[config.mk]
export PLATFORM = sky130hd
export DESIGN_NAME = rp_sys_bus_initiator_flat
export DESIGN_NICKNAME = d
export VERILOG_FILES = /design/src/rtl/rp_sys_bus_initiator_if.sv /design/src/rtl/rp_sys_bus_initiator.sv /design/src/flat_wrapper.sv
export SDC_FILE = /design/constraint.sdc
export NUM_CORES = 1
export LEC_CHECK = 0
export BUFFER_PORTS_ARGS = -buffer_cell sky130_fd_sc_hd__buf_2
export CAP_MARGIN = 20
export CORE_AREA = 2 2 159 114
export CTS_CLUSTER_DIAMETER = 200
export DETAILED_ROUTE_END_ITERATION = 6
export DIE_AREA = 0 0 161 116
export GPL_ROUTABILITY_DRIVEN = 0
export PLACE_DENSITY = 0.6
export SYNTH_ARGS = -nofsm -noshare
export SYNTH_HDL_FRONTEND = slang
export SYNTH_SLANG_ARGS = --single-unit
[constraint.sdc]
create_clock -name system1000 -period 3.7 [get_ports system1000]
set_input_delay 0.555 -clock system1000 [delete_from_list [all_inputs] [get_ports system1000]]
set_output_delay 0.555 -clock system1000 [all_outputs]
set_load 0.05 [all_outputs]
[src/rtl/rp_sys_bus_initiator_if.sv]
`default_nettype none
// ============================================================================
// Module      : rp_sys_bus_initiator_if
// Description : Command, response and packed system-bus signals of the initiator
// Revision    : 1.0 - initial release
// ============================================================================
interface rp_sys_bus_initiator_if;
  logic        cmd_valid;
  logic        cmd_ready;
  logic        cmd_write;
  logic [31:0] cmd_addr;
  logic [31:0] cmd_wdata;
  logic [3:0]  cmd_sel;
  logic [69:0] sig;
  logic [33:0] bus_resp;
  logic        rsp_valid;
  logic        rsp_ready;
  logic [31:0] rsp_rdata;
  logic        rsp_err;
  logic        rsp_timeout;
  logic        busy;

  modport master (
    input  cmd_valid, cmd_write, cmd_addr, cmd_wdata, cmd_sel, bus_resp, rsp_ready,
    output cmd_ready, sig, rsp_valid, rsp_rdata, rsp_err, rsp_timeout, busy
  );

  modport slave (
    output cmd_valid, cmd_write, cmd_addr, cmd_wdata, cmd_sel, bus_resp, rsp_ready,
    input  cmd_ready, sig, rsp_valid, rsp_rdata, rsp_err, rsp_timeout, busy
  );
endinterface
`default_nettype wire

[src/rtl/rp_sys_bus_initiator.sv]
`default_nettype none
// ============================================================================
// Module      : rp_sys_bus_initiator
// Description : Single-outstanding system-bus initiator with response timeout
// Revision    : 1.0 - initial release
// ============================================================================
module rp_sys_bus_initiator #(
  parameter int TIMEOUT_CYCLES = 255,
  parameter int CNT_W          = 16
) (
  input  wire logic                     system1000,
  input  wire logic                     system1000_rstn,
  rp_sys_bus_initiator_if.master        bus
);

  localparam logic [1:0] ST_IDLE   = 2'd0;
  localparam logic [1:0] ST_STROBE = 2'd1;
  localparam logic [1:0] ST_WAIT   = 2'd2;
  localparam logic [1:0] ST_RESP   = 2'd3;

  localparam logic [CNT_W-1:0] C_CNT_LAST = CNT_W'(TIMEOUT_CYCLES - 1);

  logic [1:0]       r_state;
  logic [1:0]       w_state_nxt;
  logic [CNT_W-1:0] r_cnt;
  logic             r_is_read;
  logic [69:0]      r_sig;
  logic             r_cmd_ready;
  logic             r_busy;
  logic             r_rsp_valid;
  logic [31:0]      r_rsp_rdata;
  logic             r_rsp_err;
  logic             r_rsp_timeout;

  logic        w_ack;
  logic        w_err;
  logic        w_hit;
  logic        w_accept;
  logic        w_capture;
  logic        w_timeout;
  logic [31:0] w_cap_rdata;

  assign w_ack    = bus.bus_resp[1];
  assign w_err    = bus.bus_resp[0];
  assign w_hit    = w_ack | w_err;
  assign w_accept = (r_state == ST_IDLE) & bus.cmd_valid;

  // Responders may answer combinationally, so the strobe cycle samples too.
  assign w_capture = ((r_state == ST_STROBE) | (r_state == ST_WAIT)) & w_hit;
  assign w_timeout = (r_state == ST_WAIT) & ~w_hit & (r_cnt == C_CNT_LAST);

  // err dominates ack; writes never return data.
  assign w_cap_rdata = (r_is_read & w_ack & ~w_err) ? bus.bus_resp[33:2] : 32'h0;

  always_comb begin
    w_state_nxt = r_state;
    case (r_state)
      ST_IDLE:   if (w_accept) w_state_nxt = ST_STROBE;
      ST_STROBE: w_state_nxt = w_hit ? ST_RESP : ST_WAIT;
      ST_WAIT:   if (w_hit || w_timeout) w_state_nxt = ST_RESP;
      ST_RESP:   if (bus.rsp_ready) w_state_nxt = ST_IDLE;
      default:   w_state_nxt = ST_IDLE;
    endcase
  end

  always_ff @(posedge system1000 or negedge system1000_rstn) begin
    if (!system1000_rstn) begin
      r_state       <= ST_IDLE;
      r_cnt         <= '0;
      r_is_read     <= 1'b0;
      r_sig         <= '0;
      r_cmd_ready   <= 1'b1;
      r_busy        <= 1'b0;
      r_rsp_valid   <= 1'b0;
      r_rsp_rdata   <= '0;
      r_rsp_err     <= 1'b0;
      r_rsp_timeout <= 1'b0;
    end else begin
      r_state     <= w_state_nxt;
      r_cmd_ready <= (w_state_nxt == ST_IDLE);
      r_busy      <= (w_state_nxt != ST_IDLE);

      case (r_state)
        ST_IDLE: begin
          if (w_accept) begin
            r_sig     <= {bus.cmd_addr, bus.cmd_wdata, bus.cmd_sel, bus.cmd_write, ~bus.cmd_write};
            r_is_read <= ~bus.cmd_write;
          end
        end
        ST_STROBE: begin
          r_sig[1:0] <= 2'b00;
          r_cnt      <= '0;
        end
        ST_WAIT: begin
          if (!w_hit && !w_timeout) r_cnt <= r_cnt + 1'b1;
        end
        ST_RESP: begin
          if (bus.rsp_ready) r_rsp_valid <= 1'b0;
        end
        default: ;
      endcase

      if (w_capture) begin
        r_rsp_valid   <= 1'b1;
        r_rsp_rdata   <= w_cap_rdata;
        r_rsp_err     <= w_err;
        r_rsp_timeout <= 1'b0;
      end else if (w_timeout) begin
        r_rsp_valid   <= 1'b1;
        r_rsp_rdata   <= 32'h0;
        r_rsp_err     <= 1'b1;
        r_rsp_timeout <= 1'b1;
      end
    end
  end

  assign bus.sig         = r_sig;
  assign bus.cmd_ready   = r_cmd_ready;
  assign bus.busy        = r_busy;
  assign bus.rsp_valid   = r_rsp_valid;
  assign bus.rsp_rdata   = r_rsp_rdata;
  assign bus.rsp_err     = r_rsp_err;
  assign bus.rsp_timeout = r_rsp_timeout;

endmodule
`default_nettype wire

[src/flat_wrapper.sv]
// flat-port wrapper written by rule: the top's interface ports become plain ports
module rp_sys_bus_initiator_flat 
#(
  parameter int TIMEOUT_CYCLES = 255,
  parameter int CNT_W          = 16
)
  (system1000, system1000_rstn, bus_cmd_valid, bus_cmd_write, bus_cmd_addr, bus_cmd_wdata, bus_cmd_sel, bus_bus_resp, bus_rsp_ready, bus_cmd_ready, bus_sig, bus_rsp_valid, bus_rsp_rdata, bus_rsp_err, bus_rsp_timeout, bus_busy);
  rp_sys_bus_initiator_if bus_i ();
  input  wire logic system1000;
  input  wire logic system1000_rstn;
  input wire logic [$bits(bus_i.cmd_valid)-1:0] bus_cmd_valid;
  input wire logic [$bits(bus_i.cmd_write)-1:0] bus_cmd_write;
  input wire logic [$bits(bus_i.cmd_addr)-1:0] bus_cmd_addr;
  input wire logic [$bits(bus_i.cmd_wdata)-1:0] bus_cmd_wdata;
  input wire logic [$bits(bus_i.cmd_sel)-1:0] bus_cmd_sel;
  input wire logic [$bits(bus_i.bus_resp)-1:0] bus_bus_resp;
  input wire logic [$bits(bus_i.rsp_ready)-1:0] bus_rsp_ready;
  output wire logic [$bits(bus_i.cmd_ready)-1:0] bus_cmd_ready;
  output wire logic [$bits(bus_i.sig)-1:0] bus_sig;
  output wire logic [$bits(bus_i.rsp_valid)-1:0] bus_rsp_valid;
  output wire logic [$bits(bus_i.rsp_rdata)-1:0] bus_rsp_rdata;
  output wire logic [$bits(bus_i.rsp_err)-1:0] bus_rsp_err;
  output wire logic [$bits(bus_i.rsp_timeout)-1:0] bus_rsp_timeout;
  output wire logic [$bits(bus_i.busy)-1:0] bus_busy;
  assign bus_i.cmd_valid = bus_cmd_valid;
  assign bus_i.cmd_write = bus_cmd_write;
  assign bus_i.cmd_addr = bus_cmd_addr;
  assign bus_i.cmd_wdata = bus_cmd_wdata;
  assign bus_i.cmd_sel = bus_cmd_sel;
  assign bus_i.bus_resp = bus_bus_resp;
  assign bus_i.rsp_ready = bus_rsp_ready;
  assign bus_cmd_ready = bus_i.cmd_ready;
  assign bus_sig = bus_i.sig;
  assign bus_rsp_valid = bus_i.rsp_valid;
  assign bus_rsp_rdata = bus_i.rsp_rdata;
  assign bus_rsp_err = bus_i.rsp_err;
  assign bus_rsp_timeout = bus_i.rsp_timeout;
  assign bus_busy = bus_i.busy;
  rp_sys_bus_initiator #(.TIMEOUT_CYCLES(TIMEOUT_CYCLES), .CNT_W(CNT_W)) u_core (.system1000(system1000), .system1000_rstn(system1000_rstn), .bus(bus_i));
endmodule
---- Word level (Yosys, flattened, before mapping) ----
Index checks and enable logic that the tools add are counted.
word-level totals
  word-level logic and storage cells ...... 64
  flip-flop bits (word level) ............. 126
operators by class
  bitwise operators ....................... 11
  multiplexer cells ....................... 19
  reductions and logical operators ........ 16
  add/sub/neg operators ................... 1
  equal/unequal tests ..................... 6
operators with widths
  cell                     count
  $mux W32                 3
  $pmux W16 S2             1
  $add A16 B1 Y16 const B  1
  $eq A16 B8 Y1 const B    1
  $mux W16                 1
  $mux W1                  8
  $mux W2                  4
  $pmux W2 S4              1
  $reduce_and A2 Y1        4
  $reduce_bool A2 Y1       4
  $and A1 B1 Y1            6
  $reduce_bool A3 Y1       2
  $eq A2 B2 Y1 const B     2
  $logic_not A2 Y1         2
  $pmux W2 S2              1
  $not A1 Y1               3
  $eq A2 B1 Y1 const B     1
  $logic_not A1 Y1         2
  $ne A2 B1 Y1 const B     1
  $ne A2 B2 Y1 const B     1
  $or A1 B1 Y1             2
  $logic_and A1 B1 Y1      1
  $logic_or A1 B1 Y1       1

---- Longest topological paths before layout ----
Gate-level depths: netlist of run 1.
  depth in word-level cells ............... 8
  mapped depth ............................ 7
  depth with buffers taken out ............ 6

---- Least setup slack after synthesis of run 1 ----
No wires, ideal clock.
  path kind ............................... register to register
  start point ............................. register u_core.r_cnt[12]
  end point ............................... register u_core.r_cnt[8]
  setup time .............................. 0.124 ns
  buffers on the path ..................... 0
  clock period less this slack ............ 2.052 ns
  arrival ................................. 1.928 ns
  path slack .............................. 1.648 ns
  cell stages (with the launch flop) ...... 5
  data required time ...................... 3.576 ns
  cells stage by stage .................... dfrtp_1 or4_4 o41a_1 and3_1 a211o_1
between the ends
  cells in the longest elaborated chain, start to end .. 6
ends and longest elaborated chain
  what                         RTL line                    source
  from (decl)                  rp_sys_bus_initiator.sv:25  logic [CNT_W-1:0] r_cnt;
  from (signal assigned)       rp_sys_bus_initiator.sv:95  if (!w_hit && !w_timeout) r_cnt <= r_cnt + 1'b1;
  $eq A16 B8 Y1                rp_sys_bus_initiator.sv:50  assign w_timeout = (r_state == ST_WAIT) & ~w_hit & (r_cnt == C_CNT_LAST);
  $and A1 B1 Y1                rp_sys_bus_initiator.sv:50
  $logic_not A1 Y1             rp_sys_bus_initiator.sv:95
  $logic_and A1 B1 Y1          rp_sys_bus_initiator.sv:95
  $ne A2 B2 Y1 (no line)       -
  $reduce_and A2 Y1 (no line)  -
No other way between the ends.
A chain may end at the register's enable or synchronous reset.

---- Worst setup path in the final report of run 1 ----
  start point ............................. register u_core.r_cnt[12]
  end point ............................... register u_core.r_cnt[12]
between the ends
  cells in the longest elaborated chain, start to end .. 6
  elaborated cells between the ends (all ways) .. 9
  classes of those cells .................. add/sub: 1; eq/ne: 2; mux: 2; bitwise: 1; reduce/logical: 3
ends and longest elaborated chain
  what
  branches (longest 6 deep; another with $add A16 B1 Y16)
Parallel ways; which one is timed is not known. The select of a mux whose other input is x is not followed.

==> results of run 1 <==
## stage by stage
stage	power, mW	hold slack, ns
floorplan	4.92	0.259
global placement	5.76	0.464
detailed placement	5.84	0.484
CTS	7.59	0.212
global route	7.87	0.235
finish	7.52	0.188
## cell type report
cell class | instances | area share (%)
flip-flops and latches | 126 | 44.8
clock buffers | 19 | 6.43
well taps | 231 | 4.10
multi-input cells | 212 | 26.1
repair buffers | 217 | 16.1
clock inverters | 12 | 2.29
inverters | 5 | 0.266
## power breakdown
part	leakage, nW	switching, mW	internal [mW]
sequential	1.58	0.280	1.92
clock	0.292	0.622	1.10
combinational	1.61	2.63	0.971
## cells in the final DEF, fill, tap and decap left out, types with 4 or more instances in the layout
| cell type | count |
|---|---|
| clkinv_4 | 4 |
| buf_2 | 212 |
| inv_1 | 5 |
| clkbuf_16 | 17 |
| a211o_1 | 4 |
| mux2_2 | 68 |
| nand2_1 | 11 |
| nand4_1 | 8 |
| o21ai_0 | 8 |
| nand3_1 | 6 |
| ha_1 | 6 |
| dfrtp_1 | 125 |
| nor2_1 | 8 |
| a21oi_1 | 5 |
| a22o_1 | 32 |
| and3_1 | 5 |
## metal layers
layer | part of all wire [%] | wire length (µm)
met1 | 44 | 5650
met2 | 46 | 6000
met3 | 7.9 | 1020
met4 | 2.0 | 260
met5 | 0 | 0
## flip-flops by register name, summed over array words and instances, names as in the netlist
| name | count |
|---|---|
| u_core.bus.sig | 70 |
| u_core.bus.rsp_rdata | 32 |
| u_core.r_cnt | 16 |
| u_core.r_state | 2 |
| u_core.bus.busy | 1 |
| u_core.bus.cmd_ready | 1 |
| u_core.bus.rsp_err | 1 |
| u_core.bus.rsp_timeout | 1 |
| u_core.bus.rsp_valid | 1 |
| u_core.r_is_read | 1 |
## worst max-delay path by stage
stage | start | end | depth (start not counted)
floorplan | u_core.r_cnt[12] | u_core.r_cnt[8] | 4
global placement | u_core.r_cnt[12] | u_core.r_cnt[14] | 4
detailed placement | u_core.r_cnt[12] | u_core.r_cnt[12] | 4
CTS | u_core.r_cnt[12] | u_core.r_cnt[12] | 4
global route | u_core.r_cnt[12] | u_core.r_cnt[12] | 4
finish | u_core.r_cnt[12] | u_core.r_cnt[12] | 4
## synth_stat cells, types with 3 or more instances
master | n | share of area, %
a21oi_1 | 6 | 0.59
mux2_2 | 68 | 15
o21a_1 | 3 | 0.44
nand3_1 | 6 | 0.59
a22o_1 | 32 | 5.5
ha_1 | 6 | 1.5
dfrtp_1 | 125 | 62
and3_1 | 5 | 0.62
and4_1 | 3 | 0.52
clkbuf_1 | 13 | 0.96
o21ai_0 | 8 | 0.79
nor2_1 | 8 | 0.59
nand4_1 | 8 | 0.98
a211o_1 | 4 | 0.69
inv_1 | 5 | 0.37
nand2_1 | 11 | 0.81
nor2b_1 | 3 | 0.37
buf_2 | 3 | 0.30
nor3_1 | 3 | 0.30
## critical path: stages, from the launching register on
cell and delay (ns):
dfrtp_1 0.45, or4_4 0.60, o41ai_4 0.87, nor4_1 0.13
a221o_2 0.34
## cell families (layout without fill, tap and decap cells)
kind of cell	Yosys count	count (layout)	share of synthesized area [%]
adders and majority gates	6	6	1.48
buffers and inverters	22	253	1.85
xor gates and xnor gates	2	2	0.345
AOI/OAI and AO/OA	69	69	11.2
DFF	126	126	62.1
and+or+nand+nor	66	66	7.83
muxes	69	69	15.3
==> run_results.csv, run 1 <==
group,metric,value,unit
outcome,status,"finished, final reports clean",
floorplan,dieArea,0.0187,mm²
min_path,worstHoldPathType,"in2async",
detailed_routing,vias_per_cell,4.69,
clock_tree,cts_buffers,17,
floorplan,die_h,116,µm
floorplan,design.core.area,0.0170,mm²
final_layout,utilization,41.4,%
sta,max_slew_margin,35.2,%
detailed_routing,wl,12.9,mm
floorplan,io_pins,214,
critical_path,worstSetupPathType,"reg2reg",
global_route,busiest_layer,"met2",
critical_path,cp_data_required_time,3.99,ns
global_route,gr-usage-all-layers,13.9,%
floorplan,start_util,29.9,%
critical_path,arrival,2.80,ns
global_route,antenna_found_initial,0,
logic_synthesis,postSynthAreaPerCell,14.1,µm²
detailed_routing,drtAntennaViolNets,0,
sta,finalCritPeriodShare,67.7,%
clock_tree,clkTransAtPathRegs,0.06,ns
clock_tree,cts_resized,0,
final_layout,design_area,0.00705,mm²
place,pre_cts_ws,1.24,ns
critical_path,reg2reg_to,"u_core.r_cnt[12]",
place,dp_cells,790,
clock_tree,cts_tree,"done",
pwr,irDropWorstVdd,0.613,mV
logic_synthesis,synth_area,0.00508,mm²
global_route,use_met3,5.40,%
clock_tree,cts-root-buf,"clkbuf_16",
global_route,grt_pass1_vias,3985,
final_layout,register_area,0.00315,mm²
clock_tree,post_cts_buffers,0,
logic_synthesis,synth-edff-count,0,
final_layout,final_nets,692,
logic_synthesis,synthFlopType,"dfrtp_1",
clock_tree,h-tree-depth,4,
sta,setup_tns,0,ns
global_route,met2_usage,22.4,%
detailed_routing,initialDrtViolationCount,244,
logic_synthesis,async_reset_ff_share,100,%
clock_tree,cts_hold_buf,0,
logic_synthesis,syn_inst,360,
logic_synthesis,synth_seq_cells,126,
sta,fmax,0.399,GHz
critical_path,startpoint_type,"flip-flop",
clock_tree,clkLatencyLatePin,0.42,ns
sta,setup_ws,1.20,ns
final_layout,drive_gt1_share,55.5,%
place,io_buffers,213,
sta,rsz0062_at_grt,"false",
sta,worst_slew_pin_slew,0.968,ns
global_route,grt-ovfl-total,0,
floorplan,die_x,161,µm
logic_synthesis,yosysSeqAreaShare,62.1,%
global_route,use_met1,17.0,%
final_layout,nFillCells,1615,
sta,hold_viol_final,0,
sta,fin_skew,0.00954,ns
clock_tree,clock_path_buffers,2,
detailed_routing,vias,3858,
detailed_routing,drc,0,
logic_synthesis,ys_types,51,
sta,fin_crit,2.50,ns
pwr,p_per_area,1070,mW/mm²
final_layout,antenna_cells,0,
run,max_cap_viol_count,0,
logic_synthesis,yosys_warnings,0,
logic_synthesis,syn_nets,473,
sta,slew_viol_final,0,
critical_path,critPathMaxFanout,19,
critical_path,reg2reg_depth,4,
place,dpl_cell_area,0.00642,mm²
pwr,cellLeakagePower,3.49,nW
detailed_routing,dr.pass1.iters,4,
sta,setup_viol,0,
final_layout,fin_cells,822,
final_layout,areaGrowthSynthToFinish,38.7,%
global_route,grt_pass1_wl,20.3,mm
critical_path,cp-end-kind,"flip-flop",
final_layout,multi_input_area,0.00184,mm²
detailed_routing,avgRoutedWirePerCell,15.7,µm
critical_path,timing.rr.start,"u_core.r_cnt[12]",
floorplan,num_rows,40,
global_route,grt_max_degree,71,
place,hpwlAfterDp,9.24,mm
clock_tree,cts_sinks,126,
critical_path,r2r_slack,1.20,ns
Power figures use the tool's default switching activity.
==> inputs of run 2 (changes only) <==
--- a/config.mk
+++ b/config.mk
@@ -5,14 +5,15 @@
 export SDC_FILE = /design/constraint.sdc
 export NUM_CORES = 1
 export LEC_CHECK = 0
+export ABC_AREA = 1
 export BUFFER_PORTS_ARGS = -buffer_cell sky130_fd_sc_hd__buf_2
 export CAP_MARGIN = 20
-export CORE_AREA = 2 2 159 114
+export CORE_AREA = 2 2 164 118
 export CTS_CLUSTER_DIAMETER = 200
 export DETAILED_ROUTE_END_ITERATION = 6
-export DIE_AREA = 0 0 161 116
+export DIE_AREA = 0 0 166 120
 export GPL_ROUTABILITY_DRIVEN = 0
-export PLACE_DENSITY = 0.6
+export PLACE_DENSITY = 0.59
 export SYNTH_ARGS = -nofsm -noshare
 export SYNTH_HDL_FRONTEND = slang
 export SYNTH_SLANG_ARGS = --single-unit
==> constraint.sdc (replaced) <==
create_clock -name system1000 -period 2.5 [get_ports system1000]
set_input_delay 0.375 -clock system1000 [delete_from_list [all_inputs] [get_ports system1000]]
set_output_delay 0.375 -clock system1000 [all_outputs]
set_load 0.05 [all_outputs]
==> run_results.csv, run 2 <==
group,metric,value,unit
pwr,cellLeakagePower,4.20,nW
critical_path,crit_top_cell,"nand2_1",
floorplan,dieArea,0.0199,mm²
critical_path,slowest_delay,0.40,ns
global_route,antenna_found_initial,1,
final_layout,register_area,0.00315,mm²
place,dpl_cell_area,0.00678,mm²
detailed_routing,dr.pass1.iters,5,
critical_path,cp-startpoint,"u_core.r_state[0]",
critical_path,arrival,2.17,ns
critical_path,cp-end-kind,"flip-flop",
clock_tree,clkTransAtPathRegs,0.07,ns
pwr,p_per_area,1440,mW/mm²
floorplan,die_x,166,µm
critical_path,timing.rr.start,"u_core.r_state[0]",
run,max_cap_viol_count,0,
sta,max_slew_margin,60.8,%
logic_synthesis,synth_area_leaders,"dfrtp_1 58%, nand2_1 23%, inv_1 4.0%",
place,hpwlAfterDp,10.6,mm
pwr,pwr-share-clk,24.2,%
final_layout,multi_input_area,0.00194,mm²
final_layout,final_nets,997,
detailed_routing,drc,0,
detailed_routing,initialDrtViolationCount,366,
critical_path,startpoint_type,"flip-flop",
logic_synthesis,synth_area,0.00543,mm²
sta,fmax,0.530,GHz
clock_tree,cts_resized,0,
detailed_routing,drtAntennaViolNets,0,
global_route,gr-usage-all-layers,15.7,%
sta,hold_viol_final,0,
global_route,grt_pass1_vias,4759,
clock_tree,cts_buffers,17,
floorplan,num_rows,42,
critical_path,cp_slowest_cell,"dfrtp_1",
logic_synthesis,async_reset_ff_share,100,%
pwr,irDropWorstVdd,0.891,mV
pwr,p_sw_share,49.2,%
place,io_buffers,213,
floorplan,design.core.area,0.0184,mm²
detailed_routing,vias_per_cell,4.24,
detailed_routing,wl,14.9,mm
final_layout,areaGrowthSynthToFinish,36.4,%
detailed_routing,vias,4831,
final_layout,antenna_cells,0,
final_layout,mostFrequentLayoutCells,"325 x nand2_1, 212 x buf_2, 125 x dfrtp_1",
clock_tree,cts_hold_buf,1,
logic_synthesis,ys_types,29,
sta,setup_viol,0,
sta,setup_tns,0,ns
pwr,total_power,10.7,mW
logic_synthesis,synth_top_area_share,57.6,%
critical_path,critPathMaxFanout,33,
clock_tree,post_cts_buffers,0,
floorplan,die_h,120,µm
sta,fin_crit,1.89,ns
logic_synthesis,postSynthAreaPerCell,8.11,µm²
global_route,grt-ovfl-total,0,
sta,setup_ws,0.613,ns
logic_synthesis,yosys_warnings,0,
logic_synthesis,yosysSeqAreaShare,58.1,%
logic_synthesis,synth_seq_cells,126,
min_path,min_from,"bus_cmd_addr[10]",
logic_synthesis,syn_nets,783,
pwr,seq_power_share,29.7,%
place,pre_cts_ws,0.613,ns
logic_synthesis,synth-edff-count,0,
logic_synthesis,synth_common_cells,"326 x nand2_1, 125 x dfrtp_1, 58 x inv_1",
logic_synthesis,yosysMostFrequentCell,"nand2_1",
clock_tree,clkLatencyLatePin,0.41,ns
logic_synthesis,synthFlopType,"dfrtp_1",
sta,rsz0062_at_grt,"false",
detailed_routing,avgRoutedWirePerCell,13.1,µm
logic_synthesis,syn_inst,670,
min_path,worstHoldPathType,"in2reg",
sta,worst_slew_pin_slew,0.588,ns
clock_tree,cts_tree,"done",
outcome,status,"finished, final reports clean",
final_layout,final_common_cell,"nand2_1",
critical_path,worstSetupPathType,"reg2reg",
pwr,p_comb_share,46.2,%
pwr,intPower,5.42,mW
final_layout,nFillCells,1900,
critical_path,path_cells,"inv_1 > ha_1 > nand3_1 > nor2_1 > nand3_2 > nand2_1 > inv_2 > nand2_1 > o21ai_0",
floorplan,io_pins,214,
logic_synthesis,yosysTopAreaCell,"dfrtp_1",
critical_path,cp_data_required_time,2.78,ns
floorplan,start_util,29.5,%
global_route,grt_max_degree,61,
clock_tree,h-tree-depth,4,
global_route,grt_pass1_wl,25.0,mm
clock_tree,clock_path_buffers,2,
sta,slew_viol_final,0,
sta,finalCritPeriodShare,75.5,%
final_layout,largest_reg_flops,70,
pwr,switchingPower,5.26,mW
clock_tree,cts-root-buf,"clkbuf_16",
final_layout,drive_gt1_share,29.5,%
sta,fin_skew,0.0138,ns
final_layout,design_area,0.00741,mm²
clock_tree,cts_sinks,126,
## run 2: cell count changes in the layout (fill, tap and decap cells not counted), moves of 15 or more
cell and delta:
a22o_1 -32, inv_1 +53, mux2_2 -68, nand2_1 +314
nand3_1 +15, nor2_1 +30, o21ai_0 +21
## run 2: kinds of logic after synthesis
group,count (synthesis),synth area share [%]
buf+inv,87,6.33
compound gates,44,4.17
flops,126,58.1
simple gates,403,29.4
xor+xnor,4,0.645
fa+ha+maj,6,1.38
## run 2: layout make-up
cell class / count / share of cell area [%]
Sequential cell: 126 / 42.6
Multi-Input combinational cell: 457 / 26.1
Timing Repair Buffer: 220 / 15.7
Clock buffer: 18 / 5.93
Tap cell: 242 / 4.09
Inverter: 62 / 3.14
Clock inverter: 14 / 2.43
## run 2: path summary, 6_finish.rpt
kind / cells past startpoint / slack (ns) / end
max in group asynchronous: 3 / 1.34 / u_core.bus.sig[13]
min reg2reg: 2 / 0.47 / u_core.bus.sig[13]
min in group asynchronous: 2 / 0.51 / u_core.bus.rsp_rdata[0]
max: 9 / 0.61 / u_core.bus.rsp_rdata[27]
max reg2reg: 9 / 0.61 / u_core.bus.rsp_rdata[27]
min: 3 / 0.15 / u_core.bus.sig[48]
## run 2: worst max-delay path, delay by kind of cell (launching register included)
| family | cells | cell delay (ns) |
|---|---|---|
| compound gates | 1 | 0.09 |
| fa+ha+maj | 1 | 0.30 |
| buf+inv | 2 | 0.35 |
| flops | 1 | 0.40 |
| simple gates | 5 | 0.62 |
## run 2: metal layers
layer  vias to the layer above  global-route usage [%]  routed length (µm)
li1                       2465                       -                   -
met1                      2164                    23.1                7620
met2                       192                    21.8                5960
met3                         8                    5.77                1180
met4                         2                    3.80                 121
met5                         -                       0                  13
## run 2: power by group through the flow
stage	Clock, mW	Sequential [mW]	Combinational (mW)
2_1_floorplan	0	5.58	1.31
3_3_place_gp	0	3.20	4.95
3_5_place_dp	0	3.17	5.02
4_1_cts	2.66	3.17	5.00
5_1_grt	2.76	3.27	5.33
6_report	2.58	3.17	4.93
## run 2: metrics by stage
step / util, % / cells / hold slack, ns
final: 40.2 / 1139 / 0.150
after CTS: 40.2 / 1139 / 0.125
after floorplan: - / 670 / 0.0794
after global routing: 40.2 / 1139 / 0.143
after global placement: 36.8 / 1106 / 0.409
after detailed placement: 36.8 / 1106 / 0.402
